==> src/rtl/alu.sv <==
// Registered 32-bit MiniMicro ALU: logic, add/sub with carry, multiply, shift/rotate,
// extend and compare, with result and NZCV flags captured on the rising clock edge.
module alu (
   input  logic        clk,
   input  logic        rst_n,
   input  logic [4:0]  instruction,
   input  logic [31:0] num1,
   input  logic [31:0] num2,
   output logic [31:0] result,
   output logic [3:0]  flags
);

   localparam logic [4:0] OP_NOP  = 5'd0;
   localparam logic [4:0] OP_ANDS = 5'd1;
   localparam logic [4:0] OP_ORRS = 5'd2;
   localparam logic [4:0] OP_MVNS = 5'd3;
   localparam logic [4:0] OP_EORS = 5'd4;
   localparam logic [4:0] OP_ADCS = 5'd5;
   localparam logic [4:0] OP_ADDS = 5'd6;
   localparam logic [4:0] OP_SBCS = 5'd7;
   localparam logic [4:0] OP_SUB  = 5'd8;
   localparam logic [4:0] OP_MULS = 5'd9;
   localparam logic [4:0] OP_LSRS = 5'd10;
   localparam logic [4:0] OP_LSLS = 5'd11;
   localparam logic [4:0] OP_ASR  = 5'd12;
   localparam logic [4:0] OP_ROR  = 5'd13;
   localparam logic [4:0] OP_UXTB = 5'd14;
   localparam logic [4:0] OP_UXTH = 5'd15;
   localparam logic [4:0] OP_SXTB = 5'd16;
   localparam logic [4:0] OP_SXTH = 5'd17;
   localparam logic [4:0] OP_CMP  = 5'd18;

   logic [7:0]  sh;
   logic        is_sub;
   logic        cin;
   logic [31:0] opb;
   logic [32:0] sum;
   logic        ovf;
   logic [31:0] mul_lo;
   logic [32:0] lsl_v;
   logic [32:0] lsr_v;
   logic [32:0] asr_v;
   logic [31:0] ror_v;

   assign sh = num2[7:0];

   // Subtraction is A + ~B + carry-in, so C directly reads as NOT borrow.
   assign is_sub = (instruction == OP_SBCS) || (instruction == OP_SUB) || (instruction == OP_CMP);
   assign opb    = is_sub ? ~num2 : num2;
   always_comb begin
      cin = 1'b0;
      case (instruction)
         OP_ADCS, OP_SBCS: cin = flags[1];
         OP_SUB, OP_CMP:   cin = 1'b1;
         default:          cin = 1'b0;
      endcase
   end
   assign sum    = {1'b0, num1} + {1'b0, opb} + {32'd0, cin};
   assign ovf    = (num1[31] == opb[31]) && (sum[31] != num1[31]);
   assign mul_lo = num1 * num2;

   // Extra guard bit catches the last bit shifted out (valid for 1..32).
   assign lsl_v = {1'b0, num1} << sh;
   assign lsr_v = {num1, 1'b0} >> sh;
   assign asr_v = $signed({num1, 1'b0}) >>> sh;
   assign ror_v = (num1 >> sh[4:0]) | (num1 << (6'd32 - {1'b0, sh[4:0]}));

   logic [31:0] res_n;
   logic [31:0] nz_src;
   logic        upd_nz;
   logic        c_n;
   logic        v_n;

   always_comb begin
      res_n  = result;
      nz_src = result;
      upd_nz = 1'b0;
      c_n    = flags[1];
      v_n    = flags[0];
      case (instruction)
         OP_ANDS: begin res_n = num1 & num2; upd_nz = 1'b1; end
         OP_ORRS: begin res_n = num1 | num2; upd_nz = 1'b1; end
         OP_MVNS: begin res_n = ~num1;       upd_nz = 1'b1; end
         OP_EORS: begin res_n = num1 ^ num2; upd_nz = 1'b1; end
         OP_MULS: begin res_n = mul_lo;      upd_nz = 1'b1; end
         OP_ADCS, OP_ADDS, OP_SBCS, OP_SUB: begin
            res_n  = sum[31:0];
            upd_nz = 1'b1;
            c_n    = sum[32];
            v_n    = ovf;
         end
         OP_CMP: begin
            nz_src = sum[31:0];
            c_n    = sum[32];
            v_n    = ovf;
         end
         OP_LSLS: begin
            upd_nz = 1'b1;
            if (sh == 8'd0) res_n = num1;
            else if (sh <= 8'd32) begin res_n = lsl_v[31:0]; c_n = lsl_v[32]; end
            else begin res_n = 32'd0; c_n = 1'b0; end
         end
         OP_LSRS: begin
            upd_nz = 1'b1;
            if (sh == 8'd0) res_n = num1;
            else if (sh <= 8'd32) begin res_n = lsr_v[32:1]; c_n = lsr_v[0]; end
            else begin res_n = 32'd0; c_n = 1'b0; end
         end
         OP_ASR: begin
            upd_nz = 1'b1;
            if (sh == 8'd0) res_n = num1;
            else if (sh < 8'd32) begin res_n = asr_v[32:1]; c_n = asr_v[0]; end
            else begin res_n = {32{num1[31]}}; c_n = num1[31]; end
         end
         OP_ROR: begin
            upd_nz = 1'b1;
            res_n  = ror_v;
            if (sh != 8'd0) c_n = ror_v[31];
         end
         OP_UXTB: res_n = {24'd0, num1[7:0]};
         OP_UXTH: res_n = {16'd0, num1[15:0]};
         OP_SXTB: res_n = {{24{num1[7]}}, num1[7:0]};
         OP_SXTH: res_n = {{16{num1[15]}}, num1[15:0]};
         default: res_n = result;
      endcase
      if (upd_nz) nz_src = res_n;
   end

   logic n_n;
   logic z_n;
   assign n_n = (upd_nz || instruction == OP_CMP) ? nz_src[31] : flags[3];
   assign z_n = (upd_nz || instruction == OP_CMP) ? (nz_src == 32'd0) : flags[2];

   always_ff @(posedge clk or negedge rst_n) begin
      if (!rst_n) begin
         result <= 32'd0;
         flags  <= 4'b0000;
      end else begin
         result <= res_n;
         flags  <= {n_n, z_n, c_n, v_n};
      end
   end

endmodule

==> config.mk <==
export PLATFORM = sky130hd
export DESIGN_NAME = alu
export DESIGN_NICKNAME = d
export VERILOG_FILES = /design/src/rtl/alu.sv
export SDC_FILE = /design/constraint.sdc
export NUM_CORES = 2
export LEC_CHECK = 0
export ABC_AREA = 1
export BUFFER_PORTS_ARGS = -buffer_cell sky130_fd_sc_hd__buf_2
export CAP_MARGIN = 20
export CORE_MARGIN = 5
export CORE_UTILIZATION = 60
export CTS_CLUSTER_SIZE = 16
export DETAILED_ROUTE_END_ITERATION = 8
export PLACE_DENSITY = 0.77
export SLEW_MARGIN = 20
export SYNTH_ARGS = -nofsm -noshare
export SYNTH_HDL_FRONTEND = slang
export SYNTH_SLANG_ARGS = --single-unit
==> constraint.sdc <==
create_clock -name clk -period 4.05 [get_ports clk]
set_input_delay 0.405 -clock clk [delete_from_list [all_inputs] [get_ports clk]]
set_output_delay 0.405 -clock clk [all_outputs]
set_load 0.02 [all_outputs]
==> results.py, run 1 <==
metrics = {
    "run_status": {
        "status": "did not finish",
        "haltStage": "5_1_grt",
        "stop_error": "[ERROR GRT-0116] Global routing finished with congestion. Check the congestion regions in the DRC Viewer.",
    },
    "placed_design": {
        "globalplace.congestion": 1.22,
        "place_ws_ps": -3560,
        "dpl.hpwl_mm": 140,
        "io_buffers": 106,
        "post-place-cells": 6521,
    },
    "synthesis": {
        "ys_seq_area_share_pct": 2.87,
        "synth_edf_count": 0,
        "synth_top_area_share_pct": 26.1,
        "synthMuxAreaShare_pct": 0,
        "synth-simple-area-share_pct": 34.4,
        "synth-compound-area-share_pct": 10.1,
        "synth_top_area_cell": "fa_1",
        "synthCells": 5142,
        "yosysUniqueCellTypes": 57,
        "netlist_top_cells_area": "fa_1, nand2_1, inv_1",
        "ys_seq_elements": 36,
        "synth_area_mm2": 0.0314,
        "synth_top_family_by_area": "adder cells",
        "ys.flop_type": "dfrtp_1",
        "syn_area_per_cell_um2": 6.11,
        "async_reset_ff_share_pct": 100,
        "yosys.area_share.adder_pct": 34.9,
        "synth_xor_area_share_pct": 1.73,
        "syn_nets": 5844,
        "yosysWarnings": 0,
    },
    "clock_network": {
        "clockBufferDepth": 2,
        "tritoncts.num_buffers": 5,
        "cts_root_buffer": "clkbuf_16",
        "ctsHoldBuffers": 0,
        "cts_max_level": 2,
        "clock-sinks": 36,
    },
    "global_route": {
        "grt_pass1_wl_mm": 324,
        "grt_overflow": 11,
        "grt_pass1_vias": 48900,
        "grt_max_degree": 78,
        "gr-usage-all-layers_pct": 77.2,
    },
    "die": {
        "dieHeight_um": 239,
        "die_x_um": 239,
        "pin_count": 107,
        "start_util_pct": 60.8,
        "fp-row-count": 83,
    },
}
## through the flow
step,hold slack [ps],instance area (µm²)
2_1_floorplan,109,32200
3_3_place_gp,515,39100
3_5_place_dp,508,39100
4_1_cts,241,41100
## synth_stat cells (11+ instances only)
master	count
nand4_1	49
inv_1	997
a21boi_0	14
o211ai_1	55
buf_1	55
nor3_1	35
inv_2	22
ha_1	221
nor2_1	248
a21oi_1	172
o21ai_0	186
dfrtp_1	36
or2_2	13
a31oi_1	11
nand3_1	527
xor2_1	46
buf_2	68
nand3b_1	17
o22ai_1	15
fa_1	410
nand2_1	1639
xnor2_1	14
o221ai_1	16
o21ai_1	13
clkbuf_1	136
## cell families after synthesis
logic type / Yosys count
compound gates: 544
xor+xnor: 61
fa+ha+maj: 631
buf+inv: 1291
flops: 36
simple gates: 2579
## routing by layer
metal	global-route usage [%]	GRT overflow
met1	76.5	1
met4	75.1	6
met5	49.2	0
met3	67.2	1
met2	89.4	3
## timing repair
action	4_1_cts
gates cloned	7
setup endpoints to repair	30
gates resized for setup	344
setup buffers	48
pin swaps	136
==> inputs of run 2 (changes only) <==
--- a/config.mk
+++ b/config.mk
@@ -9,10 +9,9 @@
 export BUFFER_PORTS_ARGS = -buffer_cell sky130_fd_sc_hd__buf_2
 export CAP_MARGIN = 20
 export CORE_MARGIN = 5
-export CORE_UTILIZATION = 60
-export CTS_CLUSTER_SIZE = 16
+export CORE_UTILIZATION = 40
 export DETAILED_ROUTE_END_ITERATION = 8
-export PLACE_DENSITY = 0.77
+export PLACE_DENSITY_LB_ADDON = 0.15
 export SLEW_MARGIN = 20
 export SYNTH_ARGS = -nofsm -noshare
 export SYNTH_HDL_FRONTEND = slang
==> results.py, run 2 <==
metrics = {
    "run_status": {
        "status": "finished with violations",
        "violations": "negative setup slack",
    },
    "die": {
        "dieHeight_um": 290,
        "die_x_um": 290,
        "fp-row-count": 102,
        "pin_count": 107,
        "dieArea_mm2": 0.0842,
        "start_util_pct": 40.5,
        "core_mm2": 0.0776,
    },
    "final_layout": {
        "design_area_mm2": 0.0446,
        "final_cells": 7138,
        "nFillCells": 7624,
        "layout_commonest_cell": "nand2_1",
        "top_register": "result",
        "area_growth_pct": 42.0,
        "fin_nets": 6796,
        "largest_reg_flops": 32,
        "drive_gt1_share_pct": 28.5,
        "largestRegisters": "result: 32 flops, flags: 4 flops",
        "layout_common_cells": "nand2_1, buf_4, inv_1",
    },
    "sta": {
        "final_max_slew_viol_count": 0,
        "hold_ws_ps": 240,
        "slew-limit-headroom_pct": 36.3,
        "fin_skew_ps": 5.77,
        "fmax_ghz": 0.142,
        "setup_ws_ps": -2970,
        "min_period_over_period_pct": 173,
        "period_minus_slack_ps": 7020,
        "hold_viol": 0,
        "final-setup-viol-count": 30,
        "rsz0062_at_grt": "yes",
        "worst_pin_slew_ps": 956,
    },
    "setup_path": {
        "arrival_ps": 7240,
        "r2r_end": "flags[2]",
        "crit_path_start": "num2[7]",
        "cp_max_fo": 8,
        "path_buf_inv": 7,
        "critical_path_class": "primary input to flop",
        "crit_family": "adder cells",
        "cp_common_cell": "fa_1",
        "max_stage_delay_ps": 590,
        "r2r_slack_ps": 330,
        "reg2regPathDepth": 27,
        "critPathRequiredTime_ps": 4270,
        "critical_path.slowest_cell": "fa_1",
        "r2r-start": "flags[1]",
        "start_kind": "primary input",
        "crit_path_end_kind": "flop",
    },
    "placed_design": {
        "placed_area_mm2": 0.0409,
        "globalplace.congestion": 1.08,
        "io_buffers": 106,
        "post-place-cells": 7037,
        "dpl.hpwl_mm": 151,
    },
    "clock_network": {
        "cts_max_level": 2,
        "ctsHoldBuffers": 0,
        "clockBufferDepth": 2,
        "cts_tree": "done",
        "tritoncts.num_buffers": 5,
        "clock-sinks": 36,
        "insertion_delay_ps": 280,
        "cts_root_buffer": "clkbuf_16",
        "clk_pin_slew_ps": 60,
    },
    "routing": {
        "vias": 39300,
        "first_pass_iters": 8,
        "postRouteAntennaNets": 0,
        "drc": 0,
        "drt_wl_total_mm": 180,
        "viasPerCell": 5.50,
        "avgRoutedWirePerCell_um": 25.3,
        "drt_first_iter_violations": 4387,
    },
    "synthesis": {
        "ys_seq_elements": 36,
        "yosysWarnings": 0,
        "ys_seq_area_share_pct": 2.87,
        "synthTopCellsByCount": "nand2_1, inv_1, nand3_1, fa_1, nor2_1",
        "syn_area_per_cell_um2": 6.11,
        "synth_top_area_share_pct": 26.1,
        "ys.flop_type": "dfrtp_1",
        "synth_top_area_cell": "fa_1",
        "synthCells": 5142,
        "yosysMostFrequentCell": "nand2_1",
        "synth_edf_count": 0,
        "async_reset_ff_share_pct": 100,
        "syn_nets": 5844,
        "yosysUniqueCellTypes": 57,
        "synth_area_mm2": 0.0314,
        "netlist_top_cells_area": "fa_1, nand2_1, inv_1",
    },
    "global_route": {
        "grt_pass1_wl_mm": 258,
        "grt_max_degree": 79,
        "gr-usage-all-layers_pct": 40.9,
        "grt_pass1_vias": 38700,
        "antenna_found_initial": 4,
        "grt_overflow": 0,
    },
    "run": {
        "max_cap_viol_count": 0,
    },
    "min_path": {
        "min_path_type": "primary input to async pin",
    },
}
[run 2: cell counts after synthesis]
Identical to the previous run, type by type.
[run 2: area by class of cell]
| type | instances | area (µm²) | share of cell area, % |
|---|---|---|---|
| clock inverter | 2 | 35.0 | 0.0786 |
| multi-input combinational | 3815 | 28000 | 62.8 |
| timing repair buffer | 1215 | 10400 | 23.2 |
| inverter | 1021 | 3850 | 8.63 |
| antenna | 3 | 7.51 | 0.0168 |
| tap | 1040 | 1300 | 2.92 |
| sequential | 36 | 901 | 2.02 |
| clock buffer | 6 | 129 | 0.289 |
[run 2: through the flow]
stage | worst slack (ps) | util (%) | TNS (ps)
2_1_floorplan | -2890 | - | -58300
3_3_place_gp | -3680 | 52.6 | -81990
3_5_place_dp | -3700 | 52.6 | -82740
4_1_cts | -2890 | 56.0 | -62950
5_1_grt | -3180 | 57.5 | -70040
6_report | -2970 | 57.5 | -66010
[run 2: worst max path at each step]
stage                    end  slack, ps  depth (start not counted)
detailed placement  flags[2]      -3700                         36
global route        flags[2]      -3180                         34
floorplan           flags[2]      -2890                         37
finish              flags[2]      -2970                         31
CTS                 flags[2]      -2890                         34
global placement    flags[2]      -3680                         36
[run 2: timing repair]
item,CTS,global route
cloned,5,1
pin swaps,229,196
setup endpoints to repair,31,32
buffers inserted,68,31
gates resized for setup,477,241
[run 2: worst register-to-register path, cell delays in order (launching register included)]
cell     delay, ps
dfrtp_1        340
nand3_1         80
nand2_1        100
fa_1           210
inv_1           60
fa_1           420
inv_1          100
nand3_1         70
nand2_1        100
nand2_1         60
nand2_1        100
a21oi_2         70
buf_4          150
inv_1           90
nand2_1         70
nand2_1        130
nand2_1         70
nand2_1        250
nor2_1         130
nor2_4         120
nand3_4        100
nand3_1         90
nand4_1         90
nor2_1         150
nand2_1         80
nor2_1         230
nand3_1        120
nand2_1         80
[run 2: cell families after synthesis]
kind of cell    synth area share [%]
simple gates                    34.4
flops                           2.87
compound gates                  10.1
xor+xnor                        1.73
buf+inv                         15.9
fa+ha+maj                       34.9
[run 2: per-layer routing]
layer / track usage [%] / routed length [µm]
met1: 52.2 / 70200
met2: 65.2 / 79200
met4: 25.1 / 15200
met3: 6.42 / 15800
met5: 0 / 20
Power of run 2 is left out: the tool's default activity adds up to more than one toggle a clock period on the data nets, which glitch-free logic cannot reach.
